===== src/rtl/output_requant_packer.sv =====
// Requantises signed accumulator samples to IO_DATA_WIDTH and packs them into MEM_BW beats.
// The beats stream out through a small FIFO with valid/ready handshaking.
module output_requant_packer #(
    parameter int IO_DATA_WIDTH      = 8,
    parameter int ACCUMULATION_WIDTH = 32,
    parameter int MEM_BW             = 128,
    parameter int OUTPUT_NB_CHANNELS = 64,
    parameter int SHIFT_WIDTH        = 5,
    parameter int FIFO_DEPTH         = 2
) (
    input  logic                          clk,
    input  logic                          arst_in,
    input  logic [SHIFT_WIDTH-1:0]        cfg_shift,
    input  logic                          cfg_relu,
    input  logic                          cfg_load,
    input  logic [ACCUMULATION_WIDTH-1:0] acc_in,
    input  logic                          acc_valid,
    input  logic                          acc_last,
    output logic                          acc_ready,
    output logic [MEM_BW-1:0]             out,
    output logic                          out_valid,
    output logic                          out_last,
    input  logic                          out_ready,
    output logic                          busy,
    output logic [15:0]                   sat_count
);

    localparam int LANES  = MEM_BW / IO_DATA_WIDTH;
    localparam int LANE_W = (LANES > 1) ? $clog2(LANES) : 1;
    localparam int CHAN_W = (OUTPUT_NB_CHANNELS > 1) ? $clog2(OUTPUT_NB_CHANNELS) : 1;
    localparam int PTR_W  = $clog2(FIFO_DEPTH);
    localparam int CNT_W  = $clog2(FIFO_DEPTH + 1);
    localparam int AW1    = ACCUMULATION_WIDTH + 1;

    localparam logic [LANE_W-1:0]     LAST_LANE = LANE_W'(LANES - 1);
    localparam logic [CHAN_W-1:0]     LAST_CHAN = CHAN_W'(OUTPUT_NB_CHANNELS - 1);
    localparam logic [PTR_W-1:0]      LAST_PTR  = PTR_W'(FIFO_DEPTH - 1);
    localparam logic signed [AW1-1:0] QMAX      = AW1'((1 << (IO_DATA_WIDTH - 1)) - 1);
    localparam logic signed [AW1-1:0] QMIN      = ~QMAX;

    logic [SHIFT_WIDTH-1:0]   shift_q;
    logic                     relu_q;
    logic [LANE_W-1:0]        lane_q;
    logic [CHAN_W-1:0]        chan_q;
    logic [MEM_BW-1:0]        pack_q;
    logic                     acc_ready_q;

    logic [MEM_BW-1:0]        mem_data [FIFO_DEPTH];
    logic                     mem_last [FIFO_DEPTH];
    logic [PTR_W-1:0]         wr_ptr;
    logic [PTR_W-1:0]         rd_ptr;
    logic [CNT_W-1:0]         count_q;
    logic [CNT_W-1:0]         count_next;

    logic [AW1-1:0]           half;
    logic signed [AW1-1:0]    s_ext;
    logic signed [AW1-1:0]    s_rnd;
    logic signed [AW1-1:0]    y_shift;
    logic signed [AW1-1:0]    y_relu;
    logic [IO_DATA_WIDTH-1:0] q;
    logic                     sat;

    logic                     accept;
    logic                     beat_done;
    logic                     beat_last;
    logic                     push;
    logic                     pop;
    logic [MEM_BW-1:0]        beat_data;

    // Round-half-up then arithmetic shift, ReLU, saturate
    always_comb begin
        half  = '0;
        s_ext = {acc_in[ACCUMULATION_WIDTH-1], acc_in};
        if (shift_q != '0)
            half = AW1'(1) << (shift_q - SHIFT_WIDTH'(1));
        s_rnd   = s_ext + $signed(half);
        y_shift = s_rnd >>> shift_q;
        y_relu  = y_shift;
        if (relu_q && y_shift[AW1-1])
            y_relu = '0;
        sat = 1'b0;
        q   = y_relu[IO_DATA_WIDTH-1:0];
        if (y_relu > QMAX) begin
            q   = QMAX[IO_DATA_WIDTH-1:0];
            sat = 1'b1;
        end else if (y_relu < QMIN) begin
            q   = QMIN[IO_DATA_WIDTH-1:0];
            sat = 1'b1;
        end
    end

    assign accept    = acc_valid && acc_ready_q;
    assign beat_last = acc_last || (chan_q == LAST_CHAN);
    assign beat_done = beat_last || (lane_q == LAST_LANE);
    assign push      = accept && beat_done;
    assign pop       = out_valid && out_ready;

    // pack_q is cleared on every push, so lanes above the current one are already zero
    always_comb begin
        beat_data = pack_q;
        beat_data[int'(lane_q) * IO_DATA_WIDTH +: IO_DATA_WIDTH] = q;
    end

    always_comb begin
        count_next = count_q;
        if (push && !pop)
            count_next = count_q + CNT_W'(1);
        else if (!push && pop)
            count_next = count_q - CNT_W'(1);
    end

    always_ff @(posedge clk or posedge arst_in) begin
        if (arst_in) begin
            shift_q     <= '0;
            relu_q      <= 1'b0;
            lane_q      <= '0;
            chan_q      <= '0;
            pack_q      <= '0;
            acc_ready_q <= 1'b0;
            sat_count   <= '0;
        end else begin
            acc_ready_q <= (count_next < CNT_W'(FIFO_DEPTH));
            if (cfg_load && !busy) begin
                shift_q <= cfg_shift;
                relu_q  <= cfg_relu;
            end
            if (accept) begin
                if (sat && sat_count != '1)
                    sat_count <= sat_count + 16'd1;
                if (beat_done) begin
                    pack_q <= '0;
                    lane_q <= '0;
                end else begin
                    pack_q <= beat_data;
                    lane_q <= lane_q + LANE_W'(1);
                end
                if (beat_last)
                    chan_q <= '0;
                else
                    chan_q <= chan_q + CHAN_W'(1);
            end
        end
    end

    always_ff @(posedge clk or posedge arst_in) begin
        if (arst_in) begin
            for (int unsigned i = 0; i < FIFO_DEPTH; i++) begin
                mem_data[i] <= '0;
                mem_last[i] <= 1'b0;
            end
            wr_ptr  <= '0;
            rd_ptr  <= '0;
            count_q <= '0;
        end else begin
            count_q <= count_next;
            if (push) begin
                mem_data[wr_ptr] <= beat_data;
                mem_last[wr_ptr] <= beat_last;
                wr_ptr           <= (wr_ptr == LAST_PTR) ? '0 : wr_ptr + PTR_W'(1);
            end
            if (pop)
                rd_ptr <= (rd_ptr == LAST_PTR) ? '0 : rd_ptr + PTR_W'(1);
        end
    end

    assign acc_ready = acc_ready_q;
    assign out       = mem_data[rd_ptr];
    assign out_last  = mem_last[rd_ptr];
    assign out_valid = (count_q != '0);
    assign busy      = (lane_q != '0) || (count_q != '0);

endmodule

===== config.mk =====
export PLATFORM = sky130hd
export DESIGN_NAME = output_requant_packer
export DESIGN_NICKNAME = d
export VERILOG_FILES = /design/src/rtl/output_requant_packer.sv
export SDC_FILE = /design/constraint.sdc
export NUM_CORES = 1
export LEC_CHECK = 0
export CAP_MARGIN = 20
export CORE_ASPECT_RATIO = 0.7
export CORE_UTILIZATION = 35
export DETAILED_ROUTE_END_ITERATION = 8
export SYNTH_ARGS = -nofsm -noshare
export SYNTH_HDL_FRONTEND = slang
export SYNTH_SLANG_ARGS = --single-unit
export TNS_END_PERCENT = 10

===== constraint.sdc =====
create_clock -name clk -period 19.2 [get_ports clk]
set_input_delay 5.76 -clock clk [delete_from_list [all_inputs] [get_ports clk]]
set_output_delay 5.76 -clock clk [all_outputs]
set_load 0.1 [all_outputs]

### Word-level counts from Yosys, hierarchy flattened

Index checks and enable logic that the tools add are counted.
W data, S select, Z words.

* $add $sub $neg: 10
* multipliers: 0
* div/mod/pow operators: 0
* $lt $le $gt $ge: 6
* eq/ne operators: 3
* shift-type cells: 4
* multiplexer cells: 26
* bitwise operators: 2
* reduce and logical (&&, ||, !) cells: 19

Operator list (count)
* $mux W128: 5
* $bwmux W256: 1
* $bwmux W128: 1
* $demux W128 S1: 1
* $shift A8 B33 Y128 const A: 1
* $shiftx A8 B33 Y128: 1
* $mux W33: 2
* $add A32 B33 Y33: 1
* $gt A33 B8 Y1 const B: 1
* $lt A33 B8 Y1 const B: 1
* $neg A7 Y33: 1
* $shl A1 B5 Y33 const A: 1
* $sshr A33 B5 Y33: 1
* $add A16 B1 Y16 const B: 1
* $mux W8: 2
* $ne A16 B16 Y1 const B: 1
* $logic_and A1 B1 Y1: 9
* $mux W1: 8
* $add A6 B1 Y6 const B: 1
* $eq A6 B6 Y1 const B: 1
* $mux W6: 1
* $reduce_bool A5 Y1: 1
* $sub A5 B1 Y5 const B: 1
* $add A4 B1 Y4 const B: 1
* other kinds (17): 25

* register bits: 423
* latch bits: 0
* RAM bits: 0
* ROM bits: 0
* input bits: 44
* output and inout bits: 148
* logic and storage cells: 84
* memories kept: 0

### Logic depth before layout (Yosys ltp)

Gate-level depths: netlist of run 1.

* depth after elaboration: 13
* mapped depth: 27
* gate-level depth less buffers: 21

### Worst setup path before layout of run 1

No wires, ideal clock.

* path kind: input to register
* from: input port acc_in[0]
* to: register mem_data[0] in the netlist's numbering
* library setup time: 0.137 ns
* data arrival time: 9.797 ns
* data required time: 19.063 ns
* path slack: 9.266 ns
* stages: 19
* buffers on the path: 1
* cells stage by stage: ha_1 -> inv_1 -> fa_1 -> nand2b_1 -> a21bo_2 -> a211oi_1 -> o21ai_1 -> a21oi_1 -> mux2_2 -> a211o_1 -> o31a_1 -> a2111oi_2 -> nand4_1 -> o221ai_2 -> nand3_2 -> a21o_4 -> buf_6 -> a221oi_2 -> a21oi_1

* longest elaborated chain between the ends: 10
* elaborated cells between the ends (all ways): 11
* classes of those cells: 1 x add/sub; 2 x order compare; 2 x shift; 5 x mux; 1 x reduce/logical

RTL lines
* from (decl): RTL line 16 `input logic [ACCUMULATION_WIDTH-1:0] acc_in,`
* $add A32 B33 Y33 *: RTL line 76 `s_rnd = s_ext + $signed(half);`
* $sshr A33 B5 Y33 *: RTL line 77 `y_shift = s_rnd >>> shift_q;`
* $logic_and A1 B1 Y1: RTL line 79 `if (relu_q && y_shift[AW1-1])`
* $mux W33 *: RTL line 79
* $lt A33 B8 Y1: RTL line 86 `end else if (y_relu < QMIN) begin`
* $mux W8: RTL line 86
* $mux W8 *: RTL line 83 `if (y_relu > QMAX) begin`
* $shiftx A8 B33 Y128 *: RTL line 101 `beat_data[int'(lane_q) * IO_DATA_WIDTH +: IO_DATA_WIDTH] = q;`
* $bwmux W128 *: RTL line 101
* $bwmux W256 *: RTL line 157 `mem_data[wr_ptr] <= beat_data;`
* to (signal, indexed assignment): RTL line 157
* to (decl): RTL line 48 `logic [MEM_BW-1:0] mem_data [FIFO_DEPTH];`

Every way passes the cells marked *; elsewhere a longest branch is shown, timed or not.
A chain may end at the register's enable or synchronous reset.

### Final worst setup path of run 1

* from: input port acc_in[14]
* to: register pack_q[120]

* longest elaborated chain between the ends: 10
* elaborated cells between the ends (all ways): 11
* classes of those cells: 1 x add/sub; 2 x order compare; 2 x shift; 5 x mux; 1 x reduce/logical

RTL lines
* $add A32 B33 Y33 *: RTL line 76
* $sshr A33 B5 Y33 *: RTL line 77
* $logic_and A1 B1 Y1: RTL line 79
* $mux W33 *: RTL line 79
* $lt A33 B8 Y1: RTL line 86
* $mux W8: RTL line 86
* $mux W8 *: RTL line 83
* $shiftx A8 B33 Y128 *: RTL line 101
* $bwmux W128 *: RTL line 101
* $mux W128 *: RTL line 130 `if (beat_done) begin`
* to (signal assigned): RTL line 134 `pack_q <= beat_data;`
* to (decl): RTL line 45 `logic [MEM_BW-1:0] pack_q;`

Marks and branches as above.

==> reports/results.ini, run 1 <==
[status]
status=finished, final reports clean

[logic_synthesis]
yosys.area.top_type=dfrtp_1
synth_area_leaders=dfrtp_1, nand2_1, mux2_2, o21ai_0, nor2_1
synth_edf_count=0
async_flop_share=1.00
syn_area_um2=25300
ys_warn_count=0
synth_common_cells=nand2_1, dfrtp_1, nor2_1
ys_types=113
synth_cells=2882
seq_area_frac_synth=0.418
ys_ff_latch=423
syn_nets=2967
yosysMostFrequentCell=nand2_1
netlist.area_leader.share=0.418
avgSynthCellArea_um2=8.79
ys_dominant_reg_cell=dfrtp_1

[timing]
fmax_mhz=84.0
layout_worst_path_cycle_share=0.620
setup_viol=0
worst_pin_slew_ns=1.11
clock_skew_ns=0.0262
relSlewSlack=0.257
slew_viol_final=0
setup_tns_ns=0
hold_viol_final=0
fin_crit_ns=11.91
rsz0062_at_grt=false

[place]
io_buffer_count=191
place_hpwl_um=61300
gp_congestion=1.01

[critical_path]
required_ns=19.62
crit_arrival_ns=12.32
setup.worst_path.end_class=register
crit_type=primary input to register
crit_path_start_kind=primary input
crit_fanout=17

[drt]
wl_per_cell_um=22.5
via_count=23100
remaining_drc_errors=0
first_pass_iters=8
ant_nets=0
drt_iter0_drc=2527
totalWireLength_um=89200
viasPerCell=5.83

[clocking]
cts_resized=0
clockBufferDepth=3
clock-root-buffer=clkbuf_16
cts_buffers=45
cts_sinks=423
cts_tree=done
clk_pin_slew_ns=0.07
clk_latency_ns=0.60
cts_hold_buf=0
htree_levels=2
post_cts_buffers=0

[finish]
area_growth_pct=16.8
nets=3048
layout-drive-gt1-share=0.119
final_util=0.413

[grt]
grt_use_total=0.238
grt_antenna_before_repair=1
grt_max_degree=165
grt_overflow=0
grt_pass1_wl_um=135000
grt_pass1_vias=21300

[pwr]
ir_drop_mv=0.205
power_density_nw_per_um2=160
pwr-share-seq=0.247
comb_power_share=0.562
p_sw_w=0.00247
p_int_w=0.00227
pwr-share-clk=0.190
swShare=0.521
leakage_nw=12.0

[floorplan]
dieArea_um2=73500
row_count=82
die_h_um=227
core-area_um2=71600
dieWidth_um=324
start_util=0.354
io_pins=192

[run]
drv_cap=0

[hold_path]
min_path_type=register to register

path summary, 6_finish.rpt:
path / start / end / slack, ns / cells after the start
worst min register to register: mem_data[156] / mem_data[156] / 0.47 / 2
worst max-delay path: acc_in[14] / pack_q[120] / 7.29 / 16
worst max register to register: shift_q[0] / pack_q[120] / 10.57 / 19
max in group asynchronous: arst_in / pack_q[1] / 11.41 / 5
min in group asynchronous: arst_in / mem_data[125] / 5.73 / 2
worst min-delay path: mem_data[156] / mem_data[156] / 0.47 / 2
logic make-up after synthesis:
group,Yosys count,share of synthesized area
AND/OR/NAND/NOR,1070,0.185
flip-flops,423,0.418
adder cells (fa/ha/maj),41,0.0205
buffers and inverters,228,0.0375
XOR/XNOR,38,0.0134
multiplexers,205,0.0905
other,1,0.000148
AO/OA/AOI/OAI,876,0.235
layout make-up:
class | count | area, um2
timing repair buffer | 230 | 2270
multi-input combinational | 2231 | 13900
clock buffer | 63 | 1270
sequential | 423 | 10600
inverter | 32 | 128
clock inverter | 19 | 240
fill | 7167 | 42000
antenna | 1 | 2.50
tap | 966 | 1210
cell usage in the layout (no fill, tap or decap), types with 43 or more instances in the layout:
master and n:
o21ai_0 222, dfrtp_1 422, o21ai_1 50, nor2_1 282
o221ai_1 66, clkdlybuf4s50_1 191, and2_1 43, o31ai_1 66
mux2_2 163, clkbuf_16 45, a21oi_1 188, nand2_1 517
nor3_1 44
routing by layer:
layer | GRT usage | wire length, um
met2 | 0.326 | 35600
met4 | 0.0412 | 1260
met1 | 0.365 | 42900
met5 | 0.00980 | 97
met3 | 0.0718 | 9340
state kept, by name, indices dropped and copies added (netlist names):
register / flops
mem_data: 256
acc_ready: 1
relu_q: 1
chan_q: 6
count_q: 2
lane_q: 4
wr_ptr: 1
mem_last: 2
rd_ptr: 1
pack_q: 128
shift_q: 5
sat_count: 16
worst max-delay path, cell delays in order:
cell	delay, ns
clkdlybuf4s50_1	0.41
ha_1	0.48
nand4_1	0.38
a211oi_2	0.54
a21boi_2	0.47
o211ai_1	0.25
a21oi_2	0.40
nor2_2	0.11
a211o_1	0.35
o31a_1	0.38
a211oi_1	0.56
nor4_1	0.16
nand4_2	0.23
nand3b_1	0.66
a21boi_2	0.93
o21ai_0	0.22
through the flow:
step	hold slack (ns)	setup WS [ns]	power, W	instances	instance area [um2]
floorplan	0.443	1.66	0.00304	2882	25300
global placement	0.459	7.00	0.00380	3878	28000
detailed placement	0.462	7.15	0.00377	3878	28000
CTS	0.477	7.76	0.00469	3960	29500
global route	0.496	7.17	0.00493	3964	29600
finish	0.472	7.29	0.00474	3965	29600
power by group through the flow:
stage | clock network (W) | logic (W) | registers, W
3_3_place_gp | 0 | 0.00261 | 0.00118
4_1_cts | 0.000918 | 0.00260 | 0.00117
6_report | 0.000903 | 0.00266 | 0.00117
5_1_grt | 0.000951 | 0.00279 | 0.00119
2_1_floorplan | 0 | 0.00187 | 0.00117
3_5_place_dp | 0 | 0.00259 | 0.00118
No activity file was read; power rests on OpenSTA's default activity.
==> inputs of run 2 (changes only) <==
Clock period 19.2 ns to 10.4 ns, I/O delays scaled along.
==> run 2 against run 1 <==
Sequential power up 81%; clock skew up 0.0023 ns; die area unchanged; sequential share of layout area about the same; first-iteration DRC count up 9.1%; sequential cell count unchanged; combinational power up 85%; setup slack worse by 6.0 ns; wire length down 0.49%; clock power up 81%; critical path type unchanged; critical endpoint is now pack_q[80]; largest cell class unchanged.
==> reports/results.ini, run 2 (synthesized netlist as in run 1, its figures left out) <==
[critical_path]
setup.worst_path.end_class=register  ; unchanged
crit_path_start_kind=primary input  ; unchanged
cp_cell_sequence=clkdlybuf4s50_1 -> ha_1 -> nand4_1 -> a211oi_2 -> a21boi_2 -> o211ai_1 -> a21oi_2 -> nor2_2 -> a211o_1 -> o31a_1 -> a211oi_1 -> nor4_1 -> nand4_2 -> nand3b_1 -> a21boi_2 -> o21ai_0  ; unchanged
slowest_delay_ns=0.82  ; was 0.93 ns
crit_type=primary input to register  ; unchanged
critPathBufInv=1  ; unchanged
required_ns=10.82  ; was 19.62 ns
crit_family=compound AO/OA/AOI/OAI gates  ; unchanged
crit_arrival_ns=9.48  ; was 12.32 ns
crit_fanout=17  ; unchanged
crit_top_cell=a21boi_2  ; unchanged
crit_slowest_cell=a21boi_2  ; unchanged

[place]
dp_slack_ns=1.10  ; was 7.15 ns
gp_congestion=1.03  ; was 1.01
place_hpwl_um=62500  ; was 61300 um
io_buffer_count=191  ; unchanged

[clocking]
cts_buffers=45  ; unchanged
clockBufferDepth=3  ; unchanged
clk_latency_ns=0.60  ; about the same
cts_sinks=423  ; unchanged
cts_hold_buf=0  ; unchanged
clk_pin_slew_ns=0.06  ; was 0.07 ns
clock-root-buffer=clkbuf_16  ; unchanged
post_cts_buffers=0  ; unchanged
htree_levels=2  ; unchanged
cts_resized=0  ; unchanged
cts_tree=done  ; unchanged

[floorplan]
die_h_um=227  ; unchanged
dieArea_um2=73500  ; unchanged
row_count=82  ; unchanged
dieWidth_um=324  ; unchanged
start_util=0.354  ; unchanged
io_pins=192  ; unchanged
core-area_um2=71600  ; unchanged

[timing]
rsz0062_at_grt=false  ; unchanged
worst_slack_ns=1.34  ; was 7.29 ns
fmax_mhz=110
setup_tns_ns=0  ; unchanged
fin_crit_ns=9.06
setup_viol=0  ; unchanged
slew_viol_final=0  ; unchanged
clock_skew_ns=0.0286  ; was 0.0262 ns
worst_pin_slew_ns=1.16  ; was 1.11 ns
hold_viol_final=0  ; unchanged
layout_worst_path_cycle_share=0.871
relSlewSlack=0.226  ; was 0.257

[pwr]
ir_drop_mv=0.264  ; was 0.205 mV
power_density_nw_per_um2=293  ; was 160 nW/um2
leakage_nw=12.0  ; about the same
power_w=0.00867  ; was 0.00474 W

[drt]
via_count=23200  ; was 23100
viasPerCell=5.83  ; about the same
ant_nets=0  ; unchanged
totalWireLength_um=88800  ; was 89200 um
drt_iter0_drc=2758  ; was 2527
first_pass_iters=6  ; was 8
remaining_drc_errors=0  ; unchanged
wl_per_cell_um=22.3  ; was 22.5 um

[grt]
grt_pass1_vias=21700  ; was 21300
grt_pass1_wl_um=136000  ; was 135000 um
grt_max_degree=177  ; was 165
grt_antenna_before_repair=1  ; unchanged
grt_use_total=0.239  ; was 0.238
grt_overflow=0  ; unchanged

[finish]
mostFrequentLayoutCells=nand2_1, dfrtp_1, nor2_1  ; unchanged
nets=3058  ; was 3048
area_growth_pct=16.8  ; about the same
largest_register_ffs=256  ; unchanged
top_register=mem_data  ; unchanged
final_common_cell=nand2_1  ; unchanged
layout-drive-gt1-share=0.123  ; was 0.119
reg_top3=mem_data (256), pack_q (128), sat_count (16)  ; unchanged

[hold_path]
min_path_type=register to register  ; unchanged

[status]
status=finished, final reports clean  ; unchanged

[run]
drv_cap=0  ; unchanged

-- run 2: final timing paths --
path	start	to	slack, ns	cells past startpoint
min reg2reg	mem_data[201]	mem_data[201]	0.47	2
max	acc_in[14]	pack_q[80]	1.34	16
max reg2reg	shift_q[1]	pack_q[80]	2.44	18
max in group asynchronous	arst_in	sat_count[14]	5.90	3
min	mem_data[201]	mem_data[201]	0.47	2
min in group asynchronous	arst_in	mem_data[126]	3.02	2
-- run 2: layout make-up --
class	instances	area (um2)
Clock inverter	25	253
Sequential cell	423	10600
Tap cell	966	1210
Antenna cell	1	2.50
Inverter	32	124
Clock buffer	57	1220
Timing Repair Buffer	240	2330
Fill cell	7215	42000
Multi-Input combinational cell	2231	13900
-- run 2: per-stage QoR --
stage | utilization | instance area (um2) | instances | hold slack, ns
6_report | 0.413 | 29600 | 3975 | 0.472
5_1_grt | 0.413 | 29600 | 3974 | 0.497
4_1_cts | 0.413 | 29600 | 3972 | 0.476
3_5_place_dp | 0.392 | 28100 | 3890 | 0.461
3_3_place_gp | 0.392 | 28100 | 3890 | 0.461
2_1_floorplan | - | 25300 | 2882 | 0.443
-- run 2: worst min-delay path, stage by stage, from the launching register on --
cell and delay, ns:
dfrtp_1 0.34, nand2_1 0.05, o31ai_1 0.05
-- run 2: layer usage --
metal	GRT usage	wire length, um	share of wire
met1	0.366	42600	0.48
met2	0.325	35000	0.39
met3	0.0666	9190	0.10
met4	0.0571	1860	0.021
met5	0.00915	103	0.0012
-- run 2: power breakdown --
group / total [W] / internal [W] / switching (W)
Clock: 0.00163 / 0.000896 / 0.000732
Combinational: 0.00492 / 0.00134 / 0.00358
Sequential: 0.00212 / 0.00192 / 0.000199
